--- config.mk ---
export PLATFORM = sky130hd
export DESIGN_NAME = hamming_secded_codec
export DESIGN_NICKNAME = d
export VERILOG_FILES = /design/src/rtl/hamming_secded_codec.sv
export SDC_FILE = /design/constraint.sdc
export NUM_CORES = 1
export LEC_CHECK = 0
export CAP_MARGIN = 10
export CORE_AREA = 4 4 83 85
export DETAILED_ROUTE_END_ITERATION = 10
export DIE_AREA = 0 0 87 89
export GPL_TIMING_DRIVEN = 0
export PLACE_DENSITY = 0.74
export SLEW_MARGIN = 20
export SYNTH_ARGS = -nofsm -noshare
export SYNTH_HDL_FRONTEND = slang
export SYNTH_SLANG_ARGS = --single-unit
--- constraint.sdc ---
create_clock -name clk -period 2.3 [get_ports clk]
set_clock_uncertainty 0.1 [all_clocks]
set_input_delay 0.46 -clock clk [delete_from_list [all_inputs] [get_ports clk]]
set_output_delay 0.46 -clock clk [all_outputs]
set_load 0.05 [all_outputs]
--- src/rtl/hamming_secded_codec.sv ---
// Hamming SEC-DED codec: independent encode and decode channels, each with a
// single registered output stage, plus saturating corrected/uncorrectable counters.
module hamming_secded_codec #(
  parameter int unsigned DATA_W = 4,
  parameter int unsigned CNT_W  = 16,
  localparam int unsigned PAR_W = (DATA_W <= 4)  ? 3 :
                                  (DATA_W <= 11) ? 4 :
                                  (DATA_W <= 26) ? 5 : 6,
  localparam int unsigned N     = DATA_W + PAR_W + 1
) (
  input  logic              clk,
  input  logic              rst,
  input  logic              enc_in_valid,
  output logic              enc_in_ready,
  input  logic [DATA_W-1:0] enc_data,
  output logic              enc_out_valid,
  input  logic              enc_out_ready,
  output logic [N-1:0]      enc_code,
  input  logic              dec_in_valid,
  output logic              dec_in_ready,
  input  logic [N-1:0]      dec_code,
  output logic              dec_out_valid,
  input  logic              dec_out_ready,
  output logic [DATA_W-1:0] dec_data,
  output logic [PAR_W-1:0]  dec_syndrome,
  output logic              dec_sec,
  output logic              dec_ded,
  input  logic              clr_cnt,
  output logic [CNT_W-1:0]  sec_cnt,
  output logic [CNT_W-1:0]  ded_cnt
);

  function automatic logic is_pow2(input int unsigned p);
    return (p & (p - 1)) == 0;
  endfunction

  // Place payload bits at the non-power-of-two positions, data[0] at position 3.
  function automatic logic [N-1:0] spread_data(input logic [DATA_W-1:0] d);
    logic [N-1:0] w;
    int unsigned  k;
    w = '0;
    k = 0;
    for (int unsigned p = 3; p < N; p++) begin
      if (!is_pow2(p)) begin
        w = w | (N'((d >> k) & DATA_W'(1)) << p);
        k++;
      end
    end
    return w;
  endfunction

  function automatic logic [DATA_W-1:0] gather_data(input logic [N-1:0] w);
    logic [DATA_W-1:0] d;
    int unsigned       k;
    d = '0;
    k = 0;
    for (int unsigned p = 3; p < N; p++) begin
      if (!is_pow2(p)) begin
        d = d | (DATA_W'((w >> p) & N'(1)) << k);
        k++;
      end
    end
    return d;
  endfunction

  // XOR of the indices of all set bits in positions 1..N-1.
  function automatic logic [PAR_W-1:0] syndrome(input logic [N-1:0] w);
    logic [PAR_W-1:0] s;
    s = '0;
    for (int unsigned p = 1; p < N; p++) begin
      if (((w >> p) & N'(1)) != '0) s = s ^ PAR_W'(p);
    end
    return s;
  endfunction

  // Parity bit 2^j equals bit j of the data-only syndrome, which zeroes the full syndrome.
  function automatic logic [N-1:0] encode(input logic [DATA_W-1:0] d);
    logic [N-1:0]     w;
    logic [PAR_W-1:0] s;
    w = spread_data(d);
    s = syndrome(w);
    for (int unsigned j = 0; j < PAR_W; j++) begin
      w = w | (N'((s >> j) & PAR_W'(1)) << (32'd1 << j));
    end
    w = w | N'(^w);
    return w;
  endfunction

  logic              enc_valid_q, enc_valid_d;
  logic [N-1:0]      enc_code_q, enc_code_d;
  logic              dec_valid_q, dec_valid_d;
  logic [DATA_W-1:0] dec_data_q, dec_data_d;
  logic [PAR_W-1:0]  dec_syn_q, dec_syn_d;
  logic              dec_sec_q, dec_sec_d;
  logic              dec_ded_q, dec_ded_d;
  logic [CNT_W-1:0]  sec_cnt_q, sec_cnt_d;
  logic [CNT_W-1:0]  ded_cnt_q, ded_cnt_d;

  logic              enc_fire_c, dec_fire_c;
  logic [PAR_W-1:0]  dec_syn_c;
  logic              dec_par_c, dec_in_range_c, dec_sec_c, dec_ded_c;
  logic [N-1:0]      dec_fix_c;

  assign enc_in_ready = !enc_valid_q || enc_out_ready;
  assign dec_in_ready = !dec_valid_q || dec_out_ready;
  assign enc_fire_c   = enc_in_valid && enc_in_ready;
  assign dec_fire_c   = dec_in_valid && dec_in_ready;

  // Classify the received word; a syndrome beyond N-1 names no real bit.
  assign dec_syn_c      = syndrome(dec_code);
  assign dec_par_c      = ^dec_code;
  assign dec_in_range_c = 32'(dec_syn_c) < N;
  assign dec_sec_c      = dec_par_c && dec_in_range_c;
  assign dec_ded_c      = dec_par_c ? !dec_in_range_c : (dec_syn_c != '0);
  assign dec_fix_c      = dec_code ^ (dec_sec_c ? (N'(1) << dec_syn_c) : '0);

  always_comb begin
    enc_valid_d = enc_valid_q;
    enc_code_d  = enc_code_q;
    dec_valid_d = dec_valid_q;
    dec_data_d  = dec_data_q;
    dec_syn_d   = dec_syn_q;
    dec_sec_d   = dec_sec_q;
    dec_ded_d   = dec_ded_q;
    sec_cnt_d   = sec_cnt_q;
    ded_cnt_d   = ded_cnt_q;

    if (enc_fire_c) begin
      enc_valid_d = 1'b1;
      enc_code_d  = encode(enc_data);
    end else if (enc_out_ready) begin
      enc_valid_d = 1'b0;
    end

    if (dec_fire_c) begin
      dec_valid_d = 1'b1;
      dec_data_d  = gather_data(dec_fix_c);
      dec_syn_d   = dec_syn_c;
      dec_sec_d   = dec_sec_c;
      dec_ded_d   = dec_ded_c;
    end else if (dec_out_ready) begin
      dec_valid_d = 1'b0;
    end

    // Clear dominates a same-cycle increment; counters stick at all-ones.
    if (clr_cnt) begin
      sec_cnt_d = '0;
      ded_cnt_d = '0;
    end else if (dec_fire_c) begin
      if (dec_sec_c && sec_cnt_q != '1) sec_cnt_d = sec_cnt_q + CNT_W'(1);
      if (dec_ded_c && ded_cnt_q != '1) ded_cnt_d = ded_cnt_q + CNT_W'(1);
    end
  end

  always_ff @(posedge clk) begin
    if (rst) begin
      enc_valid_q <= 1'b0;
      enc_code_q  <= '0;
      dec_valid_q <= 1'b0;
      dec_data_q  <= '0;
      dec_syn_q   <= '0;
      dec_sec_q   <= 1'b0;
      dec_ded_q   <= 1'b0;
      sec_cnt_q   <= '0;
      ded_cnt_q   <= '0;
    end else begin
      enc_valid_q <= enc_valid_d;
      enc_code_q  <= enc_code_d;
      dec_valid_q <= dec_valid_d;
      dec_data_q  <= dec_data_d;
      dec_syn_q   <= dec_syn_d;
      dec_sec_q   <= dec_sec_d;
      dec_ded_q   <= dec_ded_d;
      sec_cnt_q   <= sec_cnt_d;
      ded_cnt_q   <= ded_cnt_d;
    end
  end

  assign enc_out_valid = enc_valid_q;
  assign enc_code      = enc_code_q;
  assign dec_out_valid = dec_valid_q;
  assign dec_data      = dec_data_q;
  assign dec_syndrome  = dec_syn_q;
  assign dec_sec       = dec_sec_q;
  assign dec_ded       = dec_ded_q;
  assign sec_cnt       = sec_cnt_q;
  assign ded_cnt       = ded_cnt_q;

endmodule

==> impl_metrics.json, run 1 <==
{
  "wl_per_cell_um": 14.8,
  "synthTopCellsByCount": "51 x dfxtp_1, 40 x nor2_1, 29 x nand2_1",
  "fin_crit_ps": 2220,
  "use_met2": 0.314,
  "htreeDepth": 2,
  "clkSlewWorstSetupHoldPaths_ps": 90,
  "route.detailed.drc": 0,
  "yosys.area_share.simple": 0.290,
  "nNetsFinal": 423,
  "final-max-slew-violation-count": 0,
  "grt_start_max_net_pins": 16,
  "post-route-util": 0.604,
  "power.density_nw_per_um2": 594,
  "n_antenna_cell": 0,
  "syn_area_um2": 2580,
  "synth_adder_area_share": 0.00969,
  "cts_hold_buf": 0,
  "holdCritPathClass": "reg -> reg",
  "synth-xor-area-share": 0.117,
  "crit_chain": "clkdlybuf4s50_1 -> nand2b_1 -> clkbuf_1 -> clkdlybuf4s15_2",
  "hpwl_um": 4990,
  "io_pins": 72,
  "ys_seq_area_frac": 0.395,
  "cp.required_ps": 1740,
  "r2r_slack_ps": 170,
  "worst_pin_slew_ps": 771,
  "die_h_um": 89,
  "leakagePower_nw": 1.26,
  "syn_nets": 335,
  "cpPeakStageDelay_ps": 450,
  "synthTopCellsByArea": "dfxtp_1 40%, xnor2_1 6.1%, nor2_1 5.8%, a21oi_1 4.8%, nand2_1 4.2%",
  "vias": 2613,
  "gp_congestion": 0.886,
  "seqCellArea_um2": 1020,
  "end_kind": "primary output",
  "drt_iter0_markers": 114,
  "rows": 29,
  "max_slew_margin": 0.484,
  "io_buffers": 71,
  "yosysWarnings": 0,
  "root_buffer": "clkbuf_8",
  "start_kind": "input port",
  "clock_path_buffers": 2,
  "critical_path_class": "in -> out",
  "multi_input_area_um2": 1680,
  "ant_nets": 0,
  "die-area_um2": 7740,
  "cp_data_arrival_time_ps": 1660,
  "max-cap-violations": 0,
  "grt-ovfl-total": 0,
  "vias_per_cell": 5.46,
  "insertion_delay_ps": 310,
  "synth_edf_count": 0,
  "crit_fanout": 7,
  "rsz0062_at_grt": "true",
  "drtPass1Iterations": 4,
  "synth_compound_area_frac": 0.146,
  "fillers": 564,
  "yosysMostFrequentCell": "dfxtp_1",
  "cts_tree": "done",
  "fin_crit_sh": 0.967,
  "yosysTopAreaCellShare": 0.395,
  "synth_cells": 314,
  "synth_top_family_by_area": "simple AND/OR/NAND/NOR gates",
  "hold_viol_final": 0,
  "wirelength_um": 7080,
  "grt_use_met3": 0.0378,
  "ys_async_sr_fraction": 0,
  "yosys_most_used_dff": "dfxtp_1",
  "clock.fmax_mhz": 450,
  "status": "completed",
  "synth_mux_area_frac": 0.0155,
  "start_util": 0.416,
  "antenna_found_initial": 0,
  "synth_area_per_cell_um2": 8.23,
  "grt_pass1_vias": 2460,
  "die_w_um": 87,
  "grt_first_pass_wirelength_um": 11200,
  "grt_most_used_layer": "met2",
  "setup_viol": 0,
  "gr-usage-met1": 0.226,
  "synth_cell_types": 39,
  "clock_sinks": 51,
  "cts_made_buffers": 5,
  "area_growth_pct": 45.0,
  "tns_ps": 0,
  "post_route_cells_drive_above_1_share": 0.142,
  "cp_slowest_cell": "clkdlybuf4s50_1",
  "core_area_um2": 6200,
  "grt.total_usage": 0.182,
  "synth_seq_cells": 51,
  "synth_top_area_cell": "dfxtp_1",
  "ir_drop_uv": 308
}
## layer usage
metal,share of wire,vias up
met4,0.015,0
met3,0.046,10
met1,0.44,1239
met5,0,-
met2,0.50,54
li1,-,1310
## worst max-delay path: cells and delay by family
kind                   cells  cell delay (ps)
AND/OR/NAND/NOR            1               90
buffers and inverters      3             1110
## layout by cell type (no fill, tap or decap), types with 3 or more instances in the layout
| cell | count |
|---|---|
| mux2i_1 | 4 |
| nand3_1 | 15 |
| nor2_1 | 37 |
| xnor2_4 | 3 |
| clkbuf_2 | 3 |
| buf_4 | 9 |
| dfxtp_1 | 51 |
| xnor2_2 | 3 |
| xnor2_1 | 14 |
| dlygate4sd2_1 | 3 |
| or3_1 | 15 |
| nor3_1 | 7 |
| and3_1 | 6 |
| nand4_1 | 12 |
| o311ai_2 | 3 |
| clkbuf_8 | 6 |
| o31ai_1 | 3 |
| a211oi_1 | 10 |
| nor4_1 | 3 |
| or2_2 | 3 |
| nand2_1 | 29 |
| xor2_1 | 9 |
| a21oi_1 | 24 |
| clkdlybuf4s50_1 | 61 |
| xor2_2 | 3 |
| inv_1 | 4 |
| clkbuf_1 | 8 |
| o21ai_0 | 9 |
| or4_1 | 5 |
## per-stage QoR
step           instances  instance area, µm²  power, mW  worst slack [ps]  hold WS (ps)
4_1_cts              478                3700       2.21              5.15           369
3_3_place_gp         462                3400       1.49              -883           342
5_1_grt              479                3750       2.33              2.36           399
2_1_floorplan        314                2590       1.32              30.5           489
6_report             479                3750       2.22              75.4           365
3_5_place_dp         462                3400       1.50              -858           356
## sequential cells by signal, summed over array words and instances (netlist names)
signal / flops
dec_data: 4
dec_ded: 1
dec_out_valid: 1
dec_sec: 1
dec_syndrome: 3
ded_cnt: 16
enc_code: 8
enc_out_valid: 1
sec_cnt: 16
## worst paths after layout
check,startpoint,endpoint,cells after the start
max,enc_out_ready,enc_in_ready,4
min,enc_code[3]$_SDFFE_PP0P_,enc_code[3]$_SDFFE_PP0P_,2
max reg2reg,ded_cnt[2]$_SDFFE_PP0P_,ded_cnt[1]$_SDFFE_PP0P_,6
min reg2reg,enc_code[3]$_SDFFE_PP0P_,enc_code[3]$_SDFFE_PP0P_,2
## cell type report
cell class	instances	area share
Buffer	12	0.0177
Timing Repair Buffer	81	0.203
Clock buffer	5	0.0184
Sequential cell	51	0.273
Multi-Input combinational cell	247	0.449
Clock inverter	2	0.0100
Inverter	4	0.00401
Tap cell	77	0.0257
## repair_timing
item                       4_1_cts  5_1_grt
buffers inserted                 8        1
pin swaps                       11        6
setup endpoints to repair       31       18
gates cloned                     1        0
gates resized for setup         45       17
## power by group
group | internal [mW] | total [mW] | switching [mW]
registers | 0.914 | 0.935 | 0.0211
clock network | 0.319 | 0.630 | 0.312
logic | 0.264 | 0.658 | 0.394
total | 1.50 | 2.22 | 0.726
## cells by family after synthesis
kind of cell / Yosys count
fa+ha+maj: 2
compound gates: 60
simple gates: 149
flops: 51
xor+xnor: 32
mux: 4
buf+inv: 16
No activity file was read; power rests on OpenSTA's default activity.
==> run 2: changes to the inputs <==
--- a/config.mk
+++ b/config.mk
@@ -6,9 +6,9 @@
 export NUM_CORES = 1
 export LEC_CHECK = 0
 export CAP_MARGIN = 10
-export CORE_AREA = 4 4 83 85
+export CORE_AREA = 2 2 81 83
 export DETAILED_ROUTE_END_ITERATION = 10
-export DIE_AREA = 0 0 87 89
+export DIE_AREA = 0 0 83 85
 export GPL_TIMING_DRIVEN = 0
 export PLACE_DENSITY = 0.74
 export SLEW_MARGIN = 20
==> impl_metrics.json, run 2 (synthesis results as in run 1) <==
{
  "power.density_nw_per_um2": 598,
  "r2r-start": "ded_cnt[2]$_SDFFE_PP0P_",
  "worst_pin_slew_ps": 777,
  "ir_drop_uv": 381,
  "start_util": 0.416,
  "clkSlewWorstSetupHoldPaths_ps": 100,
  "die_w_um": 83,
  "hpwl_um": 4800,
  "holdCritPathClass": "reg -> reg",
  "route.detailed.drc": 0,
  "cpPeakStageDelay_ps": 410,
  "wirelength_um": 6770,
  "die-area_um2": 7060,
  "cp_data_arrival_time_ps": 2370,
  "drtPass1Iterations": 4,
  "antenna_found_initial": 0,
  "max_slew_margin": 0.480,
  "dp_cells": 462,
  "leakagePower_nw": 1.27,
  "setup_viol": 0,
  "clock.fmax_mhz": 448,
  "dpl_worst_slack_ps": -877,
  "crit_chain": "clkdlybuf4s15_2 -> xnor2_4 -> xor2_4 -> xnor2_2 -> or3_4 -> buf_6 -> or3_1 -> a21oi_1",
  "grt_start_max_net_pins": 17,
  "cts_tree": "done",
  "vias_per_cell": 5.48,
  "layout_commonest_cell": "clkdlybuf4s50_1",
  "startpoint": "dec_code[5]",
  "rsz0062_at_grt": "true",
  "end_kind": "flip-flop",
  "critical_path_class": "in -> reg",
  "grt_pass1_vias": 2453,
  "cts_hold_buf": 0,
  "cp_slowest_cell": "or3_4",
  "instances_no_fill": 481,
  "cts_made_buffers": 5,
  "fin_crit_ps": 2230,
  "area_growth_pct": 45.9,
  "setup_ws_ps": 67.0,
  "hold_start": "enc_code[5]$_SDFFE_PP0P_",
  "die_h_um": 85,
  "layout_common_cells": "61 x clkdlybuf4s50_1, 51 x dfxtp_1, 39 x nor2_1",
  "rows": 29,
  "root_buffer": "clkbuf_8",
  "insertion_delay_ps": 300,
  "io_pins": 72,
  "htreeDepth": 2,
  "clock_path_buffers": 2,
  "final-max-slew-violation-count": 0,
  "grt.total_usage": 0.192,
  "vias": 2634,
  "finalPower_mw": 2.25,
  "grt_first_pass_wirelength_um": 11400,
  "io_buffers": 71,
  "hold_viol_final": 0,
  "start_kind": "input port",
  "cp.required_ps": 2440,
  "gp_congestion": 0.865,
  "nNetsFinal": 424,
  "fin_crit_sh": 0.971,
  "post_route_cells_drive_above_1_share": 0.131,
  "status": "completed",
  "drt_iter0_markers": 94,
  "wl_per_cell_um": 14.1,
  "n_antenna_cell": 0,
  "core_area_um2": 6200,
  "clock_sinks": 51,
  "max-cap-violations": 0,
  "crit_fanout": 5,
  "grt-ovfl-total": 0,
  "ant_nets": 0
}
## run 2: cell count changes in the layout (fill, tap and decap cells not counted), moves of 2 or more
cell      before  now
nor2_1        37   39
nor2_2         2    0
buf_2          2    4
clkbuf_4       2    0
clkbuf_2       3    1
## run 2: what timing repair did
| action | CTS | global route |
|---|---|---|
| buffers inserted | 8 | 2 |
| gates cloned | 0 | 2 |
| resized for setup | 41 | 19 |
| pin swaps | 9 | 15 |
| endpoints found under the setup margin | 29 | 23 |
## run 2: layout make-up
class                   count  area (µm²)
fillers                   551        2430
multi-input cells         247        1670
flip-flops and latches     51        1020
repair buffers             82         795
well taps                  77        96.3
clock buffers               5        68.8
plain buffers              12        65.1
clock inverters             3        43.8
inverters                   4        15.0
## run 2: metrics by stage
step,hold slack [ps],area (µm²),TNS (ps),util
finish,364,3770,0,0.608
global route,396,3770,-265,0.608
CTS,369,3670,0,0.591
detailed placement,354,3400,-20590,0.548
global placement,343,3400,-20550,0.548
floorplan,489,2590,0,-
## run 2: worst paths after layout
path | slack [ps] | to | depth (start not counted)
max | 70 | sec_cnt[9]$_SDFFE_PP0P_ | 8
min | 360 | enc_code[5]$_SDFFE_PP0P_ | 2
max reg2reg | 200 | ded_cnt[8]$_SDFFE_PP0P_ | 5
min reg2reg | 360 | enc_code[5]$_SDFFE_PP0P_ | 2
## run 2: power by group
group | total, mW | internal [mW] | switching, mW
Combinational | 0.688 | 0.290 | 0.398
Sequential | 0.935 | 0.914 | 0.0211
Clock | 0.629 | 0.324 | 0.305
Total | 2.25 | 1.53 | 0.724
## run 2: metal layers
layer | track usage | part of all wire
met1 | 0.253 | 0.45
met3 | 0.0379 | 0.047
met5 | 0 | 0
met2 | 0.323 | 0.49
met4 | 0.0522 | 0.0083
## run 2: critical path, delay by kind of cell
| family | cells | cell delay, ps |
|---|---|---|
| AND/OR/NAND/NOR | 2 | 740 |
| buffers and inverters | 2 | 400 |
| AO/OA/AOI/OAI | 1 | 110 |
| XOR/XNOR | 3 | 660 |
==> run 3: changes to the inputs <==
--- a/config.mk
+++ b/config.mk
@@ -7,6 +7,7 @@
 export LEC_CHECK = 0
 export CAP_MARGIN = 10
 export CORE_AREA = 2 2 81 83
+export CTS_CLUSTER_DIAMETER = 200
 export DETAILED_ROUTE_END_ITERATION = 10
 export DIE_AREA = 0 0 83 85
 export GPL_TIMING_DRIVEN = 0
==> results of run 3 <==
The final DEF is identical to that of run 2; final timing and power are the same.
